**config.mk**
```make
export PLATFORM = sky130hd
export DESIGN_NAME = card_dealer
export DESIGN_NICKNAME = d
export VERILOG_FILES = /design/src/rtl/card_pkg.sv /design/src/rtl/card_lfsr16.sv /design/src/rtl/card_dealer.sv
export SDC_FILE = /design/constraint.sdc
export NUM_CORES = 1
export LEC_CHECK = 0
export ABC_AREA = 1
export BUFFER_PORTS_ARGS = -buffer_cell sky130_fd_sc_hd__buf_2
export CAP_MARGIN = 10
export CORE_ASPECT_RATIO = 0.75
export CORE_UTILIZATION = 50
export CTS_CLUSTER_DIAMETER = 60
export DETAILED_ROUTE_END_ITERATION = 10
export PLACE_DENSITY_LB_ADDON = 0.25
export SETUP_SLACK_MARGIN = 0.02
export SYNTH_ARGS = -nofsm -noshare
export SYNTH_HDL_FRONTEND = slang
export SYNTH_SLANG_ARGS = --single-unit
```
**constraint.sdc**
```tcl
create_clock -name clk -period 11.15 [get_ports clk]
set_input_delay 2.23 -clock clk [delete_from_list [all_inputs] [get_ports clk]]
set_output_delay 2.23 -clock clk [all_outputs]
set_load 0.01 [all_outputs]
```
**src/rtl/card_pkg.sv**
```systemverilog
// Shared types and constants for the card dealer: deck geometry, FSM states,
// and the LFSR step function used by the shuffle engine.
package card_pkg;

  localparam int          DECK_SIZE = 52;
  localparam int          RANKS     = 13;
  localparam int          CARD_W    = 4;
  localparam int          IDX_W     = 6;
  localparam logic [15:0] LFSR_MASK = 16'hB400;

  localparam logic [CARD_W-1:0] CARD_NONE  = '0;
  localparam logic [IDX_W-1:0]  DECK_COUNT = IDX_W'(DECK_SIZE);
  localparam logic [IDX_W-1:0]  DECK_LAST  = IDX_W'(DECK_SIZE - 1);

  typedef enum logic [1:0] {
    IDLE = 2'd0,
    SHUF = 2'd1,
    DEAL = 2'd2
  } state_e;

  // Ordered deck: positions cycle through ranks 1..13.
  function automatic logic [CARD_W-1:0] init_card(input int i);
    return CARD_W'((i % RANKS) + 1);
  endfunction

  // Galois right shift; the mask is applied when the shifted-out bit is 1.
  function automatic logic [15:0] lfsr_next(input logic [15:0] s);
    return (s >> 1) ^ (s[0] ? LFSR_MASK : 16'h0000);
  endfunction

endpackage

```
**src/rtl/card_lfsr16.sv**
```systemverilog
// 16-bit Galois LFSR that advances only when step is high; loads SEED on reset.
module card_lfsr16
  import card_pkg::*;
#(
  parameter logic [15:0] SEED = 16'hACE1
) (
  input  logic        clk,
  input  logic        rst,
  input  logic        step,
  output logic [15:0] state
);

  logic [15:0] r_lfsr;

  always_ff @(posedge clk or posedge rst) begin
    if (rst) begin
      r_lfsr <= SEED;
    end else if (step) begin
      r_lfsr <= lfsr_next(r_lfsr);
    end
  end

  assign state = r_lfsr;

endmodule

```
**src/rtl/card_dealer.sv**
```systemverilog
// 52-card dealer: ordered deck at reset, LFSR-driven swap shuffle (one swap per
// cycle), and single-cycle dealing with a registered valid strobe.
module card_dealer
  import card_pkg::*;
#(
  parameter logic [15:0] SEED             = 16'hACE1,
  parameter bit          SHUFFLE_ON_RESET = 1'b1
) (
  input  logic              clk,
  input  logic              rst,
  input  logic              pip,
  input  logic              shuffle,
  output logic [CARD_W-1:0] number,
  output logic              valid,
  output logic              busy,
  output logic              empty,
  output logic [IDX_W-1:0]  cards_left
);

  state_e             r_state;
  logic [CARD_W-1:0]  r_deck [DECK_SIZE];
  logic [IDX_W-1:0]   r_ptr;
  logic [IDX_W-1:0]   r_idx;
  logic [IDX_W-1:0]   r_cards_left;
  logic [CARD_W-1:0]  r_number;
  logic               r_valid;
  logic               r_busy;
  logic               r_empty;
  logic               r_pending;

  logic [15:0]        w_lfsr;
  logic [IDX_W-1:0]   w_raw;
  logic [IDX_W-1:0]   w_swap;

  card_lfsr16 #(.SEED(SEED)) u_lfsr (
    .clk   (clk),
    .rst   (rst),
    .step  (r_state == SHUF),
    .state (w_lfsr)
  );

  // Fold 52..63 back into the deck range.
  assign w_raw  = w_lfsr[IDX_W-1:0];
  assign w_swap = (w_raw >= DECK_COUNT) ? (w_raw - DECK_COUNT) : w_raw;

  always_ff @(posedge clk or posedge rst) begin
    if (rst) begin
      // NOTE: the deck array is reset on purpose: reset must restore the
      // ordered deck and discard any partial permutation.
      for (int i = 0; i < DECK_SIZE; i++) begin
        r_deck[i] <= init_card(i);
      end
      r_state      <= SHUFFLE_ON_RESET ? SHUF : IDLE;
      r_busy       <= SHUFFLE_ON_RESET;
      r_ptr        <= '0;
      r_idx        <= '0;
      r_cards_left <= DECK_COUNT;
      r_number     <= CARD_NONE;
      r_valid      <= 1'b0;
      r_empty      <= 1'b0;
      r_pending    <= 1'b0;
    end else begin
      r_valid <= 1'b0;
      case (r_state)
        IDLE: begin
          if (shuffle) begin
            r_state <= SHUF;
            r_idx   <= '0;
            r_busy  <= 1'b1;
          end else if (pip) begin
            r_state <= DEAL;
          end
        end

        SHUF: begin
          // NOTE: both writes sample the pre-edge deck, so this is a true swap
          // and idx == r degenerates to rewriting the same value.
          r_deck[r_idx]  <= r_deck[w_swap];
          r_deck[w_swap] <= r_deck[r_idx];
          if (pip) begin
            r_pending <= 1'b1;
          end
          if (r_idx == DECK_LAST) begin
            r_ptr        <= '0;
            r_cards_left <= DECK_COUNT;
            r_empty      <= 1'b0;
            r_busy       <= 1'b0;
            r_pending    <= 1'b0;
            r_state      <= (r_pending || pip) ? DEAL : IDLE;
          end else begin
            r_idx <= r_idx + 1'b1;
          end
        end

        DEAL: begin
          r_valid <= 1'b1;
          r_state <= IDLE;
          if (r_ptr != DECK_COUNT) begin
            r_number     <= r_deck[r_ptr];
            r_ptr        <= r_ptr + 1'b1;
            r_cards_left <= r_cards_left - 1'b1;
            r_empty      <= (r_ptr == DECK_LAST);
          end else begin
            r_number <= CARD_NONE;
          end
        end

        default: r_state <= IDLE;
      endcase
    end
  end

  assign number     = r_number;
  assign valid      = r_valid;
  assign busy       = r_busy;
  assign empty      = r_empty;
  assign cards_left = r_cards_left;

endmodule

```
==> After elaboration in Yosys (flattened, before gate mapping) <==
Index checks and enable logic that the tools add are counted.
{ "totals": {"ff_bits": 252, "latchBits": 0, "ram_bits": 0, "mem_bits_ro": 0, "inputBits": 4, "out_inout_bits": 13, "word_cells": 138, "mem_count": 0} }
{ "classes": {"addsub": 4, "mul": 0, "div": 0, "magnitude_cmp": 6, "eq_ne": 10, "n_shift": 0, "muxes": 40, "bitwise_logic": 4, "n_reduce_logical": 12} }
{ "op_table": {"columns": ["op", "count"], "rows": [
  ["208-bit bitwise mux", 2],
  ["4-bit binary-select mux with 6-bit select", 3],
  ["4-bit demux with 6-bit select", 2],
  ["6-bit 2-to-1 mux", 7],
  ["4-bit 2-to-1 mux", 9],
  ["6-bit one-hot mux with 2 select lines", 3],
  ["7-bit >= comparator (second input constant)", 3],
  ["6-bit NOT with 7-bit output", 3],
  ["16-bit 2-to-1 mux", 1],
  ["15-bit by 16-bit bitwise XOR with 16-bit output", 1],
  ["7-bit by 1-bit less-than comparator with 1-bit output (second input constant)", 2],
  ["6-bit by 1-bit adder with 6-bit output (second input constant)", 2],
  ["6-bit equality test (second input constant)", 2],
  ["3-bit AND reduction", 3],
  ["2-bit 2-to-1 mux", 4],
  ["2-bit inequality test (second input constant)", 4],
  ["6-bit >= comparator (second input constant)", 1],
  ["1-bit 2-to-1 mux", 6],
  ["6-bit inequality test (second input constant)", 1],
  ["2-bit nonzero test", 3],
  ["6-bit by 1-bit subtractor with 6-bit output (second input constant)", 1],
  ["6-bit subtractor (second input constant)", 1],
  ["1-bit one-hot mux with 2 select lines", 2],
  ["2-bit one-hot mux with 2 select lines", 1],
  ["7 further kinds", 9]
]} }

==> Longest topological paths before layout <==
Gate-level depths: netlist (run 1).
{ "depth": {"word_depth": 8, "depth_mapped": 16, "mapped_depth_nobuf": 15} }

==> Cells and area by module <==
Synthesis (run 1) repeated with hierarchy kept, for this count alone.
{ "unflattened": {"hier_cells": 3298, "area_unflattened_um2": 20362.0} }
{ "modules_own_cells": {"columns": ["module", "instances", "cells_each", "area_each_um2", "seq_area_each_um2"], "rows": [
  ["card_dealer", 1, 3227, 19677.6, 6037.0],
  ["card_lfsr16", 1, 71, 684.4, 410.4]
]} }

==> Least setup slack after synthesis (run 1) <==
No wires, ideal clock.
{ "synth_timing": {"path_type": "input -> register", "startpoint": "in shuffle", "endpoint": "reg r_idx[5]", "setup_time_ps": 117, "t_arrival_ps": 2908, "required_ps": 11033, "path_slack_ps": 8125, "stages": 7, "path_buffers": 0, "cell_sequence": "nand2_1 inv_1 nor2_1 nor4_1 nand2_1 nor2_1 nor2_1"} }
{ "synth_via": {"elab_chain_cells": 2} }
{ "synth_rtl": {"columns": ["element", "line_no", "rtl"], "rows": [
  ["from (decl)", "card_dealer.sv:12", "input logic shuffle,"],
  ["2-bit inequality test (no line)", null, null],
  ["3-bit AND reduction (no line)", null, null],
  ["to (signal assigned)", "card_dealer.sv:91", "r_idx <= r_idx + 1'b1;"],
  ["to (decl)", "card_dealer.sv:23", "logic [IDX_W-1:0] r_idx;"]
]} }
No other way between the ends.
A chain may end at the register's enable or synchronous reset.

==> Final worst setup path (run 1) <==
{ "layout_timing": {"startpoint": "reg r_idx[0]", "endpoint": "reg r_deck[18] (netlist bit)"} }
{ "layout_via": {"elab_chain_cells": 7, "word_cells_on_any_way": 11, "cone_classes": "order compare: 2; mux: 7; bitwise: 1; reduce/logical: 1"} }
{ "layout_rtl": {"columns": ["element", "line_no", "rtl"], "rows": [
  ["6-bit NOT with 7-bit output (implied by the code) *", "card_dealer.sv:78, card_dealer.sv:79", null],
  ["7-bit >= comparator (implied by the code) or 7-bit by 1-bit less-than comparator with 1-bit output (tied branches)", "card_dealer.sv:78", "r_deck[r_idx] <= r_deck[w_swap];"],
  ["1-bit logical AND (implied by the code)", "card_dealer.sv:78", null],
  ["4-bit 2-to-1 mux (implied by the code)", "card_dealer.sv:78", null],
  ["4-bit demux with 6-bit select", "card_dealer.sv:78", null],
  ["208-bit bitwise mux", "card_dealer.sv:78", null],
  ["208-bit bitwise mux *", "card_dealer.sv:79", "r_deck[w_swap] <= r_deck[r_idx];"],
  ["to (signal, indexed assignment)", "card_dealer.sv:51", "r_deck[i] <= init_card(i);"],
  ["to (signal, indexed assignment)", "card_dealer.sv:78", null],
  ["to (signal, indexed assignment)", "card_dealer.sv:79", null],
  ["to (decl)", "card_dealer.sv:21", "logic [CARD_W-1:0] r_deck [DECK_SIZE];"]
]} }
Every way passes the cells marked *; elsewhere a longest branch is shown, timed or not. The select of a mux whose other input is x is not followed.

==> impl_metrics.env, run 1 <==
export IMPL_worstPathCellList="inv_2, buf_4, nand3_1, inv_1, nand2_1, nand2_1, nor2_1, a21oi_1, nor2_1, nand2_4, a21oi_1, a21oi_1"
export IMPL_crit_top_cell="a21oi_1"
export IMPL_synthesis_nets=3193
export IMPL_intPower_w=0.00219
export IMPL_place_inst=3549
export IMPL_dieHeight_um=174
export IMPL_cts_buffers=30
export IMPL_power_density_nw_per_um2=227
export IMPL_crit_type="reg2reg"
export IMPL_row_count=62
export IMPL_final_min_clock_period_ps=4450
export IMPL_drc_errors=0
export IMPL_p_comb_frac=0.492
export IMPL_insertedDiodeCount=0
export IMPL_synth_ff_type="dfrtp_1"
export IMPL_wirelength_um=85700
export IMPL_multi_input_area_um2=11200
export IMPL_drv_cap=0
export IMPL_initial_core_util=0.511
export IMPL_tritoncts="built"
export IMPL_num_fill_cells=4008
export IMPL_crit_slowest_cell="nand2_4"
export IMPL_post_route_util=0.535
export IMPL_synth_distinct_cells=39
export IMPL_critical_path_max_stage_delay_ps=750
export IMPL_die_x_um=231
export IMPL_crit_fanout=52
export IMPL_clk_pin_slew_ps=60
export IMPL_async_reset_ff_frac=1.00
export IMPL_cts_sinks=252
export IMPL_num_vias=23100
export IMPL_seq_power_share=0.296
export IMPL_cts_post_setup_buffers_inserted=0
export IMPL_seqCellArea_um2=6460
export IMPL_power_w=0.00467
export IMPL_insertion_delay_ps=600
export IMPL_io_buffers=16
export IMPL_rsz0062_at_grt="no"
export IMPL_cts_root_buffer_cell="clkbuf_16"
export IMPL_ys_ff_latch=252
export IMPL_clkPwrFrac=0.212
export IMPL_fin_skew_ps=24.3
export IMPL_grt_max_degree=162
export IMPL_hold_viol_final=0
export IMPL_period_share=0.399
export IMPL_finalNonFillerCells=3604
export IMPL_area_growth_pct=4.86
export IMPL_cts_resized=0
export IMPL_antenna_found_initial=0
export IMPL_io_pins=17
export IMPL_tns_ps=0
export IMPL_peakVddDrop_uv=209
export IMPL_crit_family="buffers and inverters"
export IMPL_core_area_um2=38500
export IMPL_slew_viol_final=0
export IMPL_dp_hpwl_um=53600
export IMPL_status="complete, no violations"
export IMPL_grt_pass1_vias=20400
export IMPL_seq_area_frac_synth=0.328
export IMPL_die_area_um2=40100
export IMPL_p_leak_nw=9.59
export IMPL_grt_use_total=0.418
export IMPL_clk_path_buf_depth=3
export IMPL_placed_area_um2=19600
export IMPL_hold_path_class="reg2reg"
export IMPL_final_nets=3079
export IMPL_critPathLaunchType="register"
export IMPL_worst_setup_path_end_kind="register"
export IMPL_clock_fmax_ghz=0.225
export IMPL_drt_iter0_drc=3949
export IMPL_critPathBufInv=3
export IMPL_synth_edf_count=0
export IMPL_setup_viol=0
export IMPL_gp_congestion=1.07
export IMPL_grt_pass1_wl_um=127000
export IMPL_power_switching_w=0.00248
export IMPL_worstMarginPinSlew_ps=1410
export IMPL_wl_per_cell_um=23.8
export IMPL_worstPathRequired_ps=11670
export IMPL_htreeDepth=1
export IMPL_syn_instance_count=3183
export IMPL_p_sw_frac=0.531
export IMPL_synth_area_um2=19600
export IMPL_synth_warnings=0
export IMPL_antenna_left=0
export IMPL_design_area_um2=20600
export IMPL_drt_first_pass_iters=7
export IMPL_drive_gt1_frac=0.0870
export IMPL_worstPathArrival_ps=4970
export IMPL_syn_area_per_cell_um2=6.17
export IMPL_via_per_inst=6.41
export IMPL_slew_headroom=0.0567
export IMPL_grt_remaining_overflow=0
export IMPL_cts_hold_buf=0
[cell families (layout without fill, tap and decap cells)]
logic type                 count (synthesis)  in the layout  share of synthesized area
AOI/OAI and AO/OA                        956            956                      0.246
buffers and inverters                    457            366                      0.104
and+or+nand+nor                         1511           1511                      0.317
xor gates and xnor gates                   1              1                   0.000446
DFF                                      252            252                      0.328
adders and majority gates                  6              6                    0.00382
[worst paths after layout]
check | endpoint | slack, ps | startpoint | depth (start not counted)
worst max register to register | r_deck[18]$_DFFE_PP0P_ | 6700 | r_idx[0]$_DFFE_PP0P_ | 12
worst max-delay path | r_deck[18]$_DFFE_PP0P_ | 6700 | r_idx[0]$_DFFE_PP0P_ | 12
max in group asynchronous | r_idx[0]$_DFFE_PP0P_ | 8010 | rst | 3
worst min-delay path | busy$_DFFE_PP1P_ | 470 | busy$_DFFE_PP1P_ | 2
worst min register to register | busy$_DFFE_PP1P_ | 470 | busy$_DFFE_PP1P_ | 2
min in group asynchronous | r_deck[43]$_DFFE_PP0P_ | 1700 | rst | 2
[Yosys cell counts (all sizes together), types with 12 or more instances]
| master | count | area, um^2 |
|---|---|---|
| inv | 254 | 953 |
| nand3 | 246 | 1290 |
| nor3 | 21 | 125 |
| buf | 112 | 751 |
| o21ai | 339 | 1720 |
| clkinv | 12 | 45.0 |
| nand4 | 15 | 93.8 |
| dfstp | 113 | 2970 |
| nand2 | 891 | 3380 |
| clkbuf | 79 | 298 |
| a21oi | 607 | 3040 |
| dfrtp | 139 | 3480 |
| nor2 | 334 | 1310 |
[tightest hold or removal path, stage by stage, from the launching register on]
cell     delay (ps)
dfstp_2         370
nand2_1          50
nand2_1          50
[layout make-up]
type,count,share of cell area
Clock inverter,9,0.00352
Multi-Input combinational cell,2474,0.545
Timing Repair Buffer,45,0.0151
Inverter,266,0.0488
Sequential cell,252,0.314
Clock buffer,46,0.0433
Tap cell,512,0.0311
[power groups by stage]
stage,logic [W],registers [W],clock network [W]
5_1_grt,0.00239,0.00140,0.00102
6_report,0.00230,0.00138,0.000992
2_1_floorplan,0.00144,0.00128,0
4_1_cts,0.00217,0.00137,0.000992
3_5_place_dp,0.00216,0.00138,0
3_3_place_gp,0.00214,0.00137,0
[through the flow]
step / hold WS, ps / setup slack [ps]
floorplan: 453 / 2180
global placement: 451 / 7110
detailed placement: 470 / 6980
CTS: 479 / 6960
global route: 495 / 6630
finish: 470 / 6700
[registers in the layout, indices dropped and copies added, names as in the netlist]
register	count
number	4
valid	1
empty	1
u_lfsr.state	16
busy	1
r_state	2
r_pending	1
cards_left	6
r_ptr	6
r_idx	6
r_deck	208
[layout by cell type, fill, tap and decap left out, types with 6 or more instances in the layout]
cell type,n
ha_1,6
dfrtp_1,134
clkbuf_1,9
buf_4,28
nand2_2,6
nand3_1,235
inv_1,240
nor2_1,322
clkbuf_16,31
buf_2,16
nor3_1,15
nor2_4,7
a21oi_1,606
nor3_2,6
dfstp_2,112
nand2_1,879
nand2_4,6
o21ai_0,330
o21ai_1,7
clkbuf_8,6
nand3_2,7
inv_2,14
nand4_1,15
clkinv_1,11
[metal layers]
metal	global-route usage	routed length (um)	vias up
met5	0	0	-
met4	0.154	3240	0
met3	0.113	12800	251
met2	0.579	34300	1885
met1	0.615	35400	10700
li1	-	-	10300
(Power assumes the default switching activity.)
==> run 2: changes to the inputs <==
clock period = 3.72 ns   (was 11.15 ns; I/O delays follow)
==> impl_metrics.env, run 2 (same netlist as run 1, synthesis figures left out) <==
export IMPL_tns_ps=0
export IMPL_insertion_delay_ps=620
export IMPL_num_vias=23100
export IMPL_worstPathRequired_ps=4200
export IMPL_cts_root_buffer_cell="clkbuf_16"
export IMPL_drt_iter0_drc=3536
export IMPL_io_buffers=16
export IMPL_period_share=0.906
export IMPL_grt_use_total=0.434
export IMPL_placed_area_um2=20300
export IMPL_row_count=62
export IMPL_wirelength_um=88000
export IMPL_drv_cap=0
export IMPL_cts_sinks=252
export IMPL_slew_headroom=0.455
export IMPL_area_growth_pct=8.51
export IMPL_dieHeight_um=174
export IMPL_dp_hpwl_um=59600
export IMPL_grt_remaining_overflow=0
export IMPL_wl_per_cell_um=24.0
export IMPL_antenna_found_initial=1
export IMPL_die_area_um2=40100
export IMPL_peakVddDrop_uv=509
export IMPL_clk_path_buf_depth=3
export IMPL_die_x_um=231
export IMPL_power_density_nw_per_um2=692
export IMPL_gp_congestion=1.06
export IMPL_cts_post_setup_buffers_inserted=0
export IMPL_critical_path_max_stage_delay_ps=780
export IMPL_tritoncts="built"
export IMPL_io_pins=17
export IMPL_final_cell_mix="nand2_1 (879), a21oi_1 (606), o21ai_0 (330)"
export IMPL_crit_fanout=24
export IMPL_drc_errors=0
export IMPL_fin_hold_ws_ps=186
export IMPL_worstMarginPinSlew_ps=812
export IMPL_setup_viol=0
export IMPL_critPathLaunchType="register"
export IMPL_crit_top_cell="nand3_1"
export IMPL_fin_skew_ps=25.6
export IMPL_worstPathArrival_ps=3850
export IMPL_clock_fmax_ghz=0.297
export IMPL_hold_viol_final=0
export IMPL_num_fill_cells=3824
export IMPL_worst_setup_path_end_kind="register"
export IMPL_insertedDiodeCount=0
export IMPL_grt_pass1_wl_um=132000
export IMPL_crit_family="simple AND/OR/NAND/NOR gates"
export IMPL_grt_pass1_vias=21300
export IMPL_worstPathCellList="nor2_1, nand3_2, nand2_4, nand2_4, nand2_2, nand2_1, nand3_1, nand3_1, nand3_2, buf_12, nand3_1, a21oi_1"
export IMPL_rsz0062_at_grt="no"
export IMPL_crit_type="reg2reg"
export IMPL_crit_slowest_cell="dfstp_4"
export IMPL_via_per_inst=6.30
export IMPL_cts_hold_buf=0
export IMPL_p_leak_nw=10.0
export IMPL_critPathBufInv=1
export IMPL_final_common_cell="nand2_1"
export IMPL_antenna_left=0
export IMPL_cts_buffers=29
export IMPL_cts_resized=0
export IMPL_design_area_um2=21300
export IMPL_largest_reg_flops=208
export IMPL_max_flop_register="r_deck"
export IMPL_clk_pin_slew_ps=60
export IMPL_hold_path_class="in2async"
export IMPL_drive_gt1_frac=0.104
export IMPL_htreeDepth=1
export IMPL_status="complete, no violations"
export IMPL_final_nets=3137
export IMPL_initial_core_util=0.511
export IMPL_drt_first_pass_iters=9
export IMPL_slew_viol_final=0
export IMPL_core_area_um2=38500
export IMPL_final_min_clock_period_ps=3370
export IMPL_grt_max_degree=89
==> run 2: final timing paths <==
kind | startpoint | end | slack [ps] | depth (start not counted)
min | rst | u_lfsr.state[2]$_DFFE_PP0P_ | 190 | 2
max | u_lfsr.state[0]$_DFFE_PP1P_ | r_deck[36]$_DFFE_PP0P_ | 350 | 12
min in group clk | pip | r_state[1]$_DFFE_PP0P_ | 420 | 3
max in group asynchronous | rst | r_deck[128]$_DFFE_PP1P_ | 2650 | 3
min reg2reg | busy$_DFFE_PP1P_ | busy$_DFFE_PP1P_ | 460 | 2
max reg2reg | u_lfsr.state[0]$_DFFE_PP1P_ | r_deck[36]$_DFFE_PP0P_ | 350 | 12
==> run 2: cell type report <==
cell class | instances | area, um^2 | share of cell area
clock inverter | 11 | 194 | 0.00910
multi-input combinational | 2474 | 11200 | 0.524
timing repair buffer | 104 | 991 | 0.0465
sequential | 252 | 6460 | 0.303
clock buffer | 43 | 858 | 0.0403
tap | 512 | 641 | 0.0301
inverter | 266 | 1000 | 0.0470
==> run 2: power by group <==
part | internal [W] | switching (W)
clock | 0.00189 | 0.00132
combinational | 0.00182 | 0.00557
sequential | 0.00347 | 0.000693
total | 0.00718 | 0.00758
==> run 2: metal layers <==
layer	part of all wire	up-vias	global-route usage	wire length [um]
met4	0.052	0	0.197	4560
met2	0.39	1754	0.598	34300
li1	-	10400	-	-
met5	0	-	0	0
met1	0.41	10700	0.612	35700
met3	0.15	297	0.138	13400
==> run 2: metrics by stage <==
| step | instances | setup slack (ps) | utilization | power (W) |
|---|---|---|---|---|
| after floorplan | 3183 | -247 | - | 0.00816 |
| after global placement | 3608 | 563 | 0.527 | 0.0110 |
| after detailed placement | 3608 | 502 | 0.527 | 0.0111 |
| after CTS | 3662 | 472 | 0.554 | 0.0143 |
| after global routing | 3662 | 285 | 0.554 | 0.0152 |
| final | 3662 | 350 | 0.554 | 0.0148 |
